<file path="src/rtl/alu8_pkg.sv">
`default_nettype none
// ============================================================================
//  Module   : alu8_pkg
//  Purpose  : Shared types and constants for the nRISC 8-bit sequential ALU
//             controller (nibble width, compare op code, op encodings and
//             the controller state enumeration).
//  Config   : none
//  Revision : 1.0  initial release
// ============================================================================
package alu8_pkg;

    localparam int         NIB_W    = 4;
    localparam logic [1:0] CMP_OP   = 2'b11;

    // Op encodings as understood by the shared nibble ALU slice.
    localparam logic [1:0] c_op_add = 2'b00;
    localparam logic [1:0] c_op_and = 2'b01;
    localparam logic [1:0] c_op_or  = 2'b10;
    localparam logic [1:0] c_op_cmp = CMP_OP;

    typedef enum logic [1:0] {
        IDLE = 2'd0,
        HIGH = 2'd1,
        LOW  = 2'd2,
        DONE = 2'd3
    } state_t;

endpackage : alu8_pkg
`default_nettype wire

</file>
<file path="src/rtl/alu8_seq_fsm.sv">
`default_nettype none
// ============================================================================
//  Module   : alu8_seq_fsm
//  Purpose  : Pass sequencer for the two-pass (high nibble, low nibble)
//             8-bit operation. Holds the state register, decides the next
//             pass and decodes busy/done.
//  Ports    : clk, rst         - clock, synchronous active-high reset
//             i_start          - operation request
//             i_early_exit     - skip the low pass (valid in HIGH only)
//             o_state          - current state
//             o_accept         - start accepted this cycle (latch operands)
//             o_busy, o_done   - HIGH/LOW indicator, DONE pulse
//  Revision : 1.0  initial release
// ============================================================================
module alu8_seq_fsm
    import alu8_pkg::*;
(
    input  logic   clk,
    input  logic   rst,
    input  logic   i_start,
    input  logic   i_early_exit,
    output state_t o_state,
    output logic   o_accept,
    output logic   o_busy,
    output logic   o_done
);

    state_t r_state;
    state_t w_next;

    // State register
    always_ff @(posedge clk) begin
        if (rst) begin
            r_state <= IDLE;
        end else begin
            r_state <= w_next;
        end
    end

    // Next-state logic
    always_comb begin
        w_next = r_state;
        case (r_state)
            IDLE:    w_next = i_start ? HIGH : IDLE;
            HIGH:    w_next = i_early_exit ? DONE : LOW;
            LOW:     w_next = DONE;
            DONE:    w_next = i_start ? HIGH : IDLE;
            default: w_next = IDLE;
        endcase
    end

    // Output decode; start is only honoured when no operation is in flight.
    always_comb begin
        o_busy   = (r_state == HIGH) || (r_state == LOW);
        o_done   = (r_state == DONE);
        o_accept = i_start && ((r_state == IDLE) || (r_state == DONE));
    end

    assign o_state = r_state;

endmodule : alu8_seq_fsm
`default_nettype wire

</file>
<file path="src/rtl/alu8_nibble_seq.sv">
`default_nettype none
// ============================================================================
//  Module   : alu8_nibble_seq
//  Purpose  : Runs each 8-bit ALU operation as two passes through an external
//             combinational 4-bit nibble ALU slice (high nibble, then low
//             nibble) and presents a registered word result with eq/zero.
//  Ports    : clock, reset            - clock, synchronous active-high reset
//             start, op, cin0, a, b   - request, op select, cascade-init,
//                                       operands (latched on acceptance)
//             busy, done              - in-flight flag, one-cycle done pulse
//             result, eq, zero        - registered word result and flags
//             nib_a, nib_b, nib_sel,
//             nib_cin                 - drive to the nibble slice
//             nib_f, nib_eq, nib_nz   - slice result, equality, nonzero
//  Config   : ALU8_SEQ_CMP_EARLY_EN - compare ops whose high nibbles differ
//             finish after the high pass (2-cycle latency).
//  Revision : 1.0  initial release
// ============================================================================
module alu8_nibble_seq #(
    parameter int         NIB_W  = 4,
    parameter logic [1:0] CMP_OP = 2'b11
) (
    input  logic               clock,
    input  logic               reset,
    input  logic               start,
    input  logic [1:0]         op,
    input  logic               cin0,
    input  logic [2*NIB_W-1:0] a,
    input  logic [2*NIB_W-1:0] b,
    output logic               busy,
    output logic               done,
    output logic [2*NIB_W-1:0] result,
    output logic               eq,
    output logic               zero,
    output logic [NIB_W-1:0]   nib_a,
    output logic [NIB_W-1:0]   nib_b,
    output logic [1:0]         nib_sel,
    output logic               nib_cin,
    input  logic [NIB_W-1:0]   nib_f,
    input  logic               nib_eq,
    input  logic               nib_nz
);
    import alu8_pkg::*;

    localparam int c_word_w = 2 * NIB_W;

`ifdef ALU8_SEQ_CMP_EARLY_EN
    localparam bit c_early_en = 1'b1;
`else
    localparam bit c_early_en = 1'b0;
`endif

    state_t              w_state;
    logic                w_accept;
    logic                w_early_exit;

    logic [c_word_w-1:0] r_a;
    logic [c_word_w-1:0] r_b;
    logic [1:0]          r_op;
    logic                r_cin;
    logic [NIB_W-1:0]    r_f_hi;
    logic                r_eq_hi;
    logic                r_nz_hi;
    logic [c_word_w-1:0] r_result;
    logic                r_eq;
    logic                r_zero;

    // A compare that already differs in the high nibble cannot become equal.
    assign w_early_exit = c_early_en && (r_op == CMP_OP) && !nib_eq;

    alu8_seq_fsm u_fsm (
        .clk          (clock),
        .rst          (reset),
        .i_start      (start),
        .i_early_exit (w_early_exit),
        .o_state      (w_state),
        .o_accept     (w_accept),
        .o_busy       (busy),
        .o_done       (done)
    );

    // Slice drive: operands only during the two passes, quiet otherwise.
    always_comb begin
        nib_a   = '0;
        nib_b   = '0;
        nib_sel = '0;
        nib_cin = 1'b0;
        case (w_state)
            HIGH: begin
                nib_a   = r_a[c_word_w-1:NIB_W];
                nib_b   = r_b[c_word_w-1:NIB_W];
                nib_sel = r_op;
                nib_cin = r_cin;
            end
            LOW: begin
                nib_a   = r_a[NIB_W-1:0];
                nib_b   = r_b[NIB_W-1:0];
                nib_sel = r_op;
                nib_cin = r_cin;
            end
            default: ;
        endcase
    end

    // Operand latches, high-pass capture and word result. The word result is
    // written on the edge that enters DONE, so it is valid with done and
    // holds through the following operation.
    always_ff @(posedge clock) begin
        if (reset) begin
            r_a      <= '0;
            r_b      <= '0;
            r_op     <= '0;
            r_cin    <= 1'b0;
            r_f_hi   <= '0;
            r_eq_hi  <= 1'b0;
            r_nz_hi  <= 1'b0;
            r_result <= '0;
            r_eq     <= 1'b0;
            r_zero   <= 1'b0;
        end else begin
            if (w_accept) begin
                r_a   <= a;
                r_b   <= b;
                r_op  <= op;
                r_cin <= cin0;
            end
            case (w_state)
                HIGH: begin
                    r_f_hi  <= nib_f;
                    r_eq_hi <= nib_eq;
                    r_nz_hi <= nib_nz;
                    if (w_early_exit) begin
                        r_result <= {nib_f, {NIB_W{1'b0}}};
                        r_eq     <= 1'b0;
                        r_zero   <= ~nib_nz;
                    end
                end
                LOW: begin
                    r_result <= {r_f_hi, nib_f};
                    r_eq     <= r_eq_hi & nib_eq;
                    r_zero   <= ~(r_nz_hi | nib_nz);
                end
                default: ;
            endcase
        end
    end

    assign result = r_result;
    assign eq     = r_eq;
    assign zero   = r_zero;

endmodule : alu8_nibble_seq
`default_nettype wire

</file>
<file path="config.mk">
export PLATFORM = sky130hd
export DESIGN_NAME = alu8_nibble_seq
export DESIGN_NICKNAME = d
export VERILOG_FILES = /design/src/rtl/alu8_pkg.sv /design/src/rtl/alu8_seq_fsm.sv /design/src/rtl/alu8_nibble_seq.sv
export SDC_FILE = /design/constraint.sdc
export NUM_CORES = 1
export LEC_CHECK = 0
export ABC_AREA = 0
export CAP_MARGIN = 20
export CELL_PAD_IN_SITES_DETAIL_PLACEMENT = 0
export CELL_PAD_IN_SITES_GLOBAL_PLACEMENT = 1
export CORE_AREA = 3 3 67 85
export DETAILED_ROUTE_END_ITERATION = 10
export DIE_AREA = 0 0 70 88
export PLACE_DENSITY = 0.82
export REMOVE_ABC_BUFFERS = 1
export SLEW_MARGIN = 40
export SYNTH_ARGS = -nofsm -noshare
export SYNTH_HDL_FRONTEND = slang
export SYNTH_SLANG_ARGS = --single-unit
</file>
<file path="constraint.sdc">
create_clock -name clock -period 1.8 [get_ports clock]
set_input_delay 0.18 -clock clock [delete_from_list [all_inputs] [get_ports clock]]
set_output_delay 0.18 -clock clock [all_outputs]
set_load 0.01 [all_outputs]
</file>
; After elaboration in Yosys (flattened, before gate mapping)
; Index checks and enable logic that the tools add are counted.
[classes]
n_eq_ne = 3
n_bitwise = 3
n_mux = 6
reduce_logical = 6
[op_table]
columns = cell, n
row1 = 4-bit case mux with 2 select lines, 2
row2 = 2-bit case mux with 3 select lines, 1
row3 = "2-bit == test, second input constant", 2
row4 = 2-bit OR reduction, 2
row5 = "2-bit by 1-bit == test with 1-bit output, second input constant", 1
row6 = 2-bit logical NOT, 1
row7 = 1-bit logical OR, 2
row8 = 1-bit two-way mux, 2
row9 = 2-bit two-way mux, 1
row10 = 1-bit bitwise AND, 1
row11 = 1-bit logical AND, 1
row12 = 1-bit NOT, 1
row13 = 1-bit bitwise OR, 1
[word_totals]
register_bits = 37
out_inout_bits = 23
word_cells = 29

; Longest topological paths before layout
; Gate-level depths: netlist (run 1).
[depth]
word_depth = 3
ltp_mapped = 6
mapped_depth_nobuf = 4

; Modules after synthesis
; From an unflattened synthesis (run 1), not the netlist that was laid out.
[hier_totals]
hier_cells = 155
area_unflattened_um2 = 1565.3
[by_module_without_submodules]
columns = mod, cells_per_inst, area_each_um2, n_inst, seq_area_each_um2
row1 = alu8_nibble_seq, 142, 1436.4, 1, 700.7
row2 = alu8_seq_fsm, 13, 128.9, 1, 40.0

; Worst setup path after synthesis (run 1)
; No wires, ideal clock.
[synth_timing]
path_kind = register -> output
startpoint = register u_fsm.r_state[0], in the netlist u_fsm.o_state[0]
endpoint = output port nib_a[0]
slack_ns = 0.329
required_time_ns = 1.620
n_path_buf = 3
arrival_ns = 1.291
stages_incl_launch_ff = 7
path_cell_list = dfxtp_1 -> inv_1 -> ha_1 -> buf_6 -> buf_6 -> buf_2 -> nor2_1
[synth_via]
elab_chain_len = 2
elab_cells_between_ends = 3
classes_between = eq/ne (2) / mux (1)
[synth_lines]
columns = item, line
row1 = "start, declared", alu8_seq_fsm.sv:28  ; state_t r_state;
row2 = "start signal, assigned", alu8_seq_fsm.sv:36  ; r_state <= w_next;
row3 = 2-bit == test / 2-bit by 1-bit == test with 1-bit output (equally long branches), alu8_nibble_seq.sv:88  ; case (w_state)
row4 = 4-bit case mux with 2 select lines (*), alu8_nibble_seq.sv:88
row5 = "end, declared", alu8_nibble_seq.sv:35  ; output logic [NIB_W-1:0] nib_a,
; Every way passes the cells marked *; elsewhere a longest branch is shown, timed or not.

; Worst setup path in the final report (run 1)
[layout_timing]
startpoint = register u_fsm.r_state[0], in the netlist u_fsm.o_state[0]
endpoint = output port nib_b[3]
[layout_via]
elab_chain_len = 2
elab_cells_between_ends = 3
classes_between = eq/ne (2) / mux (1)
[layout_lines]
columns = item, line
row1 = 2-bit == test / 2-bit by 1-bit == test with 1-bit output (equally long branches), alu8_nibble_seq.sv:88
row2 = 4-bit case mux with 2 select lines (*), alu8_nibble_seq.sv:88
row3 = "end, declared", alu8_nibble_seq.sv:36  ; output logic [NIB_W-1:0] nib_b,
; Marks and branches as above.

==> flow_summary_export.csv, run 1 <==
group,metric,value,unit
global_routing,track_usage,12.5,%
setup_path,arrival,1.54,ns
synth,netlist_area,1720,µm²
die,die_x,70,µm
synth,synth_cell_types,18,
drt,routed_wl,3.75,mm
setup_path,cp_slowest_stage_delay,0.37,ns
setup_path,rrSetupSlack,0.38,ns
final_layout,layout_commonest_cell,"clkdlybuf4s50_1",
final_layout,nets,257,
sta,finalSetupTns,0,ns
sta,clock.fmax,582,MHz
synth,synth-seq-cells,37,
sta,final_hold_viol_count,0,
drt,first_iter_violations,42,
synth,yosys.area.top_type,"dfxtp_1",
final_layout,antennaDiodeCount,0,
die,row_count,29,
clock_network,cts_root_buf,"clkbuf_8",
placement,dpl.hpwl,2.42,mm
power_and_ir_drop,p_leak,0.956,nW
setup_path,crit_start,"u_fsm.o_state[0]",
setup_path,slowest_stage,"dfxtp_2",
clock_network,cts_made_buffers,5,
placement,gp_congestion,0.716,
drt,ant_nets,0,
die,die_h,88,µm
die,die-area,6160,µm²
final_layout,fin_util,49.0,%
setup_path,required,1.62,ns
global_routing,overflow,0,
global_routing,grt_pass1_vias,1320,
sta,fin_crit_sh,95.5,%
status,outcome,"completed",
final_layout,layout_common_cells,"clkdlybuf4s50_1 (37), dfxtp_1 (35), nor2_1 (23)",
drt,vias,1343,
setup_path,worstSetupPathType,"reg2out",
synth,yosysWarnings,0,
min_path,hold_path_end,"r_b[5]",
sta,drv_slew,0,
die,io_pins,51,
setup_path,critPathMaxFanout,12,
power_and_ir_drop,vdd_ir_drop_max,0.000665,V
synth,avgSynthCellArea,9.84,µm²
placement,io_buffer_count,50,
clock_network,tritoncts,"done",
setup_path,r2r_cells,6,
sta,slew_headroom,77.6,%
min_path,hp-class,"in2reg",
min_path,hold_depth,2,
synth,syn_inst,175,
setup_path,r2r-end,"r_b[3]",
drt,wl_per_cell,13.0,µm
sta,setup_viol,0,
clock_network,htree_num_levels,2,
min_path,min_from,"reset",
job,drv_cap,0,
final_layout,area_delta_synth_final,42.4,%
clock_network,clk_latency,0.29,ns
clock_network,cts_sinks,37,
synth,synth_area_leaders,"dfxtp_1 (43%), a21bo_1 (9.9%), a21oi_2 (8.1%)",
global_routing,antenna_found_initial,0,
sta,tightest_slew,0.337,ns
synth,ys_seq_area_share,43.0,%
clock_network,clk_pin_slew_worst_paths,0.07,ns
sta,fin_crit,1.72,ns
clock_network,cts_buffer_depth,2,
die,core_area,5010,µm²
sta,skew,0.00757,ns
setup_path,rr_startpoint,"u_fsm.o_state[0]",
final_layout,fill_cells,507,
drt,drc_errors,0,
power_and_ir_drop,powerDensity,1160,nW/µm²
final_layout,multiInputGateArea,867,µm²
drt,via_per_inst,4.66,
setup_path,start_kind,"register",
synth,synth.top_cell.area_share,43.0,%
setup_path,endpoint_kind,"output port",
drt,first_pass_iters,4,
setup_path,path_cells,"inv_1 > ha_4 > buf_4 > nor2_1 > clkdlybuf4s15_1",
global_routing,grt_start_max_net_pins,40,
final_layout,layout-drive-gt1-share,18.6,%
sta,rsz0062_at_grt,"false",
die,initial_core_util,34.4,%
global_routing,grt_pass1_wl,6.26,mm
final_layout,seqCellArea,743,µm²
## routing by layer
layer	vias to the layer above	GRT usage (%)	share of wire (%)
li1	702	-	-
met1	598	16.0	47
met2	38	19.1	45
met3	5	4.82	7.0
met5	-	0	0
met4	0	4.70	1.3
## critical path, delay by kind of cell, from the launching register on
| kind | cells | cell delay (ns) |
|---|---|---|
| buf+inv | 3 | 0.50 |
| flops | 1 | 0.37 |
| fa+ha+maj | 1 | 0.26 |
| simple gates | 1 | 0.12 |
## repair_timing
action	CTS	global route
resized for setup	14	8
hold buffers	0	0
endpoints found under the setup margin	12	8
setup buffers	0	0
gates cloned	0	1
## worst max-delay path by stage
stage,endpoint,slack (ns),depth (start not counted)
global route,nib_a[1],0.006,6
CTS,nib_a[3],-0.21,5
floorplan,r_b[0],-0.05,4
global placement,nib_b[0],-0.06,5
detailed placement,nib_b[0],-0.11,5
finish,nib_b[3],0.08,5
## cell families (layout without fill, tap and decap cells)
group	after synthesis	in the layout	share of synthesized area, %
DFF	37	37	43.0
buffers and inverters	21	72	8.07
adders and majority gates	4	4	2.91
muxes	14	14	8.14
and+or+nand+nor	50	50	13.4
AOI/OAI and AO/OA	49	49	24.4
## sequential cells by signal, summed over array words and instances (netlist names)
| signal | flops |
|---|---|
| r_a | 8 |
| r_b | 8 |
| r_op | 2 |
| zero | 1 |
| r_f_hi | 4 |
| result | 8 |
| r_nz_hi | 1 |
| eq | 1 |
| r_eq_hi | 1 |
| u_fsm.o_state | 2 |
| r_cin | 1 |
## area by class of cell
type / count / share of cell area (%)
clock buffers: 7 / 3.52
clock inverters: 1 / 1.22
inverters: 3 / 0.459
multi-input cells: 117 / 35.4
flip-flops and latches: 37 / 30.3
well taps: 62 / 3.16
repair buffers: 61 / 26.0
## cells in the mapped netlist, drive strengths merged
cell type  count
a22oi          8
nor2          23
a21bo         19
dfxtp         37
inv            3
mux2i         14
nor2b          3
or3b           1
nor3           1
buf           18
a21oi         22
nand3         20
nand2b         2
ha             4
## per-stage QoR
stage	hold slack [ns]	cells	power, mW	worst slack [ns]	instance area, µm²
after floorplan	0.242	157	1.56	-0.0537	1590
after global routing	0.277	288	3.02	0.00590	2450
after detailed placement	0.468	279	2.04	-0.111	2290
after global placement	0.463	279	2.03	-0.0599	2290
after CTS	0.260	287	2.77	-0.206	2400
final	0.262	288	2.85	0.0817	2450
## where the power goes
part	leakage (nW)	internal (mW)	total, mW	switching [mW]
combinational	0.595	0.578	1.11	0.529
clock	0.0585	0.452	0.736	0.284
sequential	0.303	0.942	1.01	0.0669
Power figures use the tool's default switching activity.
==> inputs of run 2 (changes only) <==
--- a/config.mk
+++ b/config.mk
@@ -12,7 +12,7 @@
 export CORE_AREA = 3 3 67 85
 export DETAILED_ROUTE_END_ITERATION = 10
 export DIE_AREA = 0 0 70 88
-export PLACE_DENSITY = 0.82
+export PLACE_DENSITY = 0.83
 export REMOVE_ABC_BUFFERS = 1
 export SLEW_MARGIN = 40
 export SYNTH_ARGS = -nofsm -noshare
==> run 2 against run 1 <==
Global-route usage up 0.46 points. Fmax down 0.16%. Setup slack worse by 0.0027 ns. Design area down 1.8%. Sequential share of layout area up 0.67 points. Utilization down 0.90 points. Sequential power about the same. Via count up 3.6%. Combinational power down 5%. Clock power down 22%. Die area unchanged. Critical endpoint is now nib_a[3].
==> flow_summary_export.csv, run 2 (synthesis gave the netlist of run 1 again) <==
group,metric,value,unit
clock_network,cts_sinks,37,
drt,first_iter_violations,59,
drt,drt-met1-wl,1.68,mm
global_routing,track_usage,12.9,%
setup_path,required,1.62,ns
final_layout,layout-drive-gt1-share,19.6,%
die,die-area,6160,µm²
die,io_pins,51,
sta,tightest_slew,0.449,ns
power_and_ir_drop,p_leak,0.915,nW
final_layout,fin_area,2410,µm²
power_and_ir_drop,powerDensity,1100,nW/µm²
setup_path,slowest_stage,"dfxtp_4",
die,row_count,29,
final_layout,area_delta_synth_final,39.8,%
drt,routed_wl,3.73,mm
drt,wl_per_cell,13.0,µm
sta,clock.fmax,581,MHz
clock_network,cts_root_buf,"clkbuf_8",
global_routing,grt_pass1_wl,6.35,mm
placement,dp.cells,280,
global_routing,grt_pass1_vias,1351,
drt,via_per_inst,4.85,
drt,highest_layer,"met4",
global_routing,grt_start_max_net_pins,40,
clock_network,cts_made_buffers,5,
sta,fin_crit,1.72,ns
die,initial_core_util,34.4,%
final_layout,fin_util,48.1,%
drt,first_pass_iters,4,
sta,final_hold_viol_count,0,
placement,dp_worst_setup_slack,-0.0610,ns
clock_network,cts_buffer_depth,2,
setup_path,start_kind,"register",
placement,io_buffer_count,50,
drt,drc_errors,0,
final_layout,antennaDiodeCount,0,
clock_network,tritoncts,"done",
setup_path,critPathMaxFanout,8,
sta,slew_headroom,70.0,%
power_and_ir_drop,vdd_ir_drop_max,0.000489,V
sta,setup_viol,0,
setup_path,endpoint_kind,"output port",
drt,dr_wl_met3,214,µm
drt,vias,1392,
setup_path,cp_slowest_stage_delay,0.37,ns
status,outcome,"completed",
placement,dpl.hpwl,2.64,mm
power_and_ir_drop,p_total,2.64,mW
setup_path,path_cells,"inv_2 > ha_4 > buf_4 > a22oi_2 > nor2_1 > dlygate4sd2_1",
die,die_h,88,µm
sta,drv_slew,0,
placement,gp_congestion,0.680,
job,drv_cap,0,
min_path,hp-class,"in2reg",
final_layout,layoutNonFillerInstCount,287,
final_layout,nets,257,
clock_network,cts_setup_buffers,0,
placement,dpl_cell_area,2290,µm²
sta,setup_ws,0.0790,ns
die,die_x,70,µm
clock_network,htree_num_levels,2,
sta,skew,0.00369,ns
final_layout,fill_cells,503,
global_routing,antenna_found_initial,0,
die,core_area,5010,µm²
setup_path,arrival,1.54,ns
sta,fin_crit_sh,95.6,%
drt,dr_wl_met2,1.80,mm
clock_network,clk_latency,0.28,ns
final_layout,layout_commonest_cell,"clkdlybuf4s50_1",
global_routing,overflow,0,
setup_path,worstSetupPathType,"reg2out",
clock_network,clk_pin_slew_worst_paths,0.07,ns
drt,ant_nets,0,
final_layout,layout_common_cells,"clkdlybuf4s50_1 (37), dfxtp_1 (35), nor2_1 (23)",
-- run 2: changes by cell type in the layout (fill, tap and decap cells not counted), sizes merged --
| cell | before | now |
|---|---|---|
| dlygate4sd2 | 7 | 12 |
| clkdlybuf4s15 | 2 | 0 |
| dlymetal6s2s | 2 | 0 |
| buf | 11 | 12 |
| clkbuf | 9 | 7 |
| bufinv | 1 | 0 |
-- run 2: timing repair --
item | CTS | global route
resized for setup | 16 | 7
hold buffers | 0 | 0
setup endpoints to repair | 12 | 8
cloned | 0 | 0
pin swaps | 0 | 0
-- run 2: metal layers --
layer | global-route usage, % | up-vias
li1 | - | 701
met1 | 15.5 | 649
met2 | 21.1 | 38
met3 | 5.17 | 4
met4 | 4.70 | 0
met5 | 0 | -
-- run 2: layout make-up --
| class | instances | area (µm²) | share of cell area [%] |
|---|---|---|---|
| repair buffers | 61 | 604 | 25.1 |
| inverters | 3 | 11.3 | 0.468 |
| well taps | 62 | 77.6 | 3.22 |
| clock buffers | 7 | 86.3 | 3.59 |
| multi-input cells | 117 | 882 | 36.6 |
| flip-flops and latches | 37 | 746 | 31.0 |
-- run 2: critical path, delay by kind of cell, from the launching register on --
kind | cells | cell delay [ns]
AOI/OAI and AO/OA | 1 | 0.19
adders and majority gates | 1 | 0.15
buffers and inverters | 3 | 0.50
DFF | 1 | 0.37
and+or+nand+nor | 1 | 0.05
-- run 2: worst paths after layout --
kind                    startpoint   endpoint  slack [ns]  cells after the start
setup / recovery  u_fsm.o_state[0]   nib_a[3]        0.08                      6
hold / removal               reset  r_f_hi[1]        0.32                      2
setup reg to reg  u_fsm.o_state[0]     r_a[1]        0.43                      6
hold reg to reg                 eq         eq        0.47                      2
-- run 2: power breakdown --
| group | switching [mW] | internal (mW) | total [mW] |
|---|---|---|---|
| registers | 0.0741 | 0.945 | 1.02 |
| logic | 0.514 | 0.533 | 1.05 |
| clock network | 0.268 | 0.304 | 0.571 |
-- run 2: through the flow --
step	TNS (ns)	hold WS, ns
after floorplan	-0.274	0.242
after global placement	-0.0118	0.462
after detailed placement	-0.159	0.462
after CTS	0	0.321
after global routing	-0.00663	0.333
final	0	0.323
==> inputs of run 3 (changes only) <==
--- a/config.mk
+++ b/config.mk
@@ -12,6 +12,7 @@
 export CORE_AREA = 3 3 67 85
 export DETAILED_ROUTE_END_ITERATION = 10
 export DIE_AREA = 0 0 70 88
+export GPL_ROUTABILITY_DRIVEN = 0
 export PLACE_DENSITY = 0.83
 export REMOVE_ABC_BUFFERS = 1
 export SLEW_MARGIN = 40
==> results of run 3 <==
No change in the layout: final DEF, timing and power equal those of run 2.
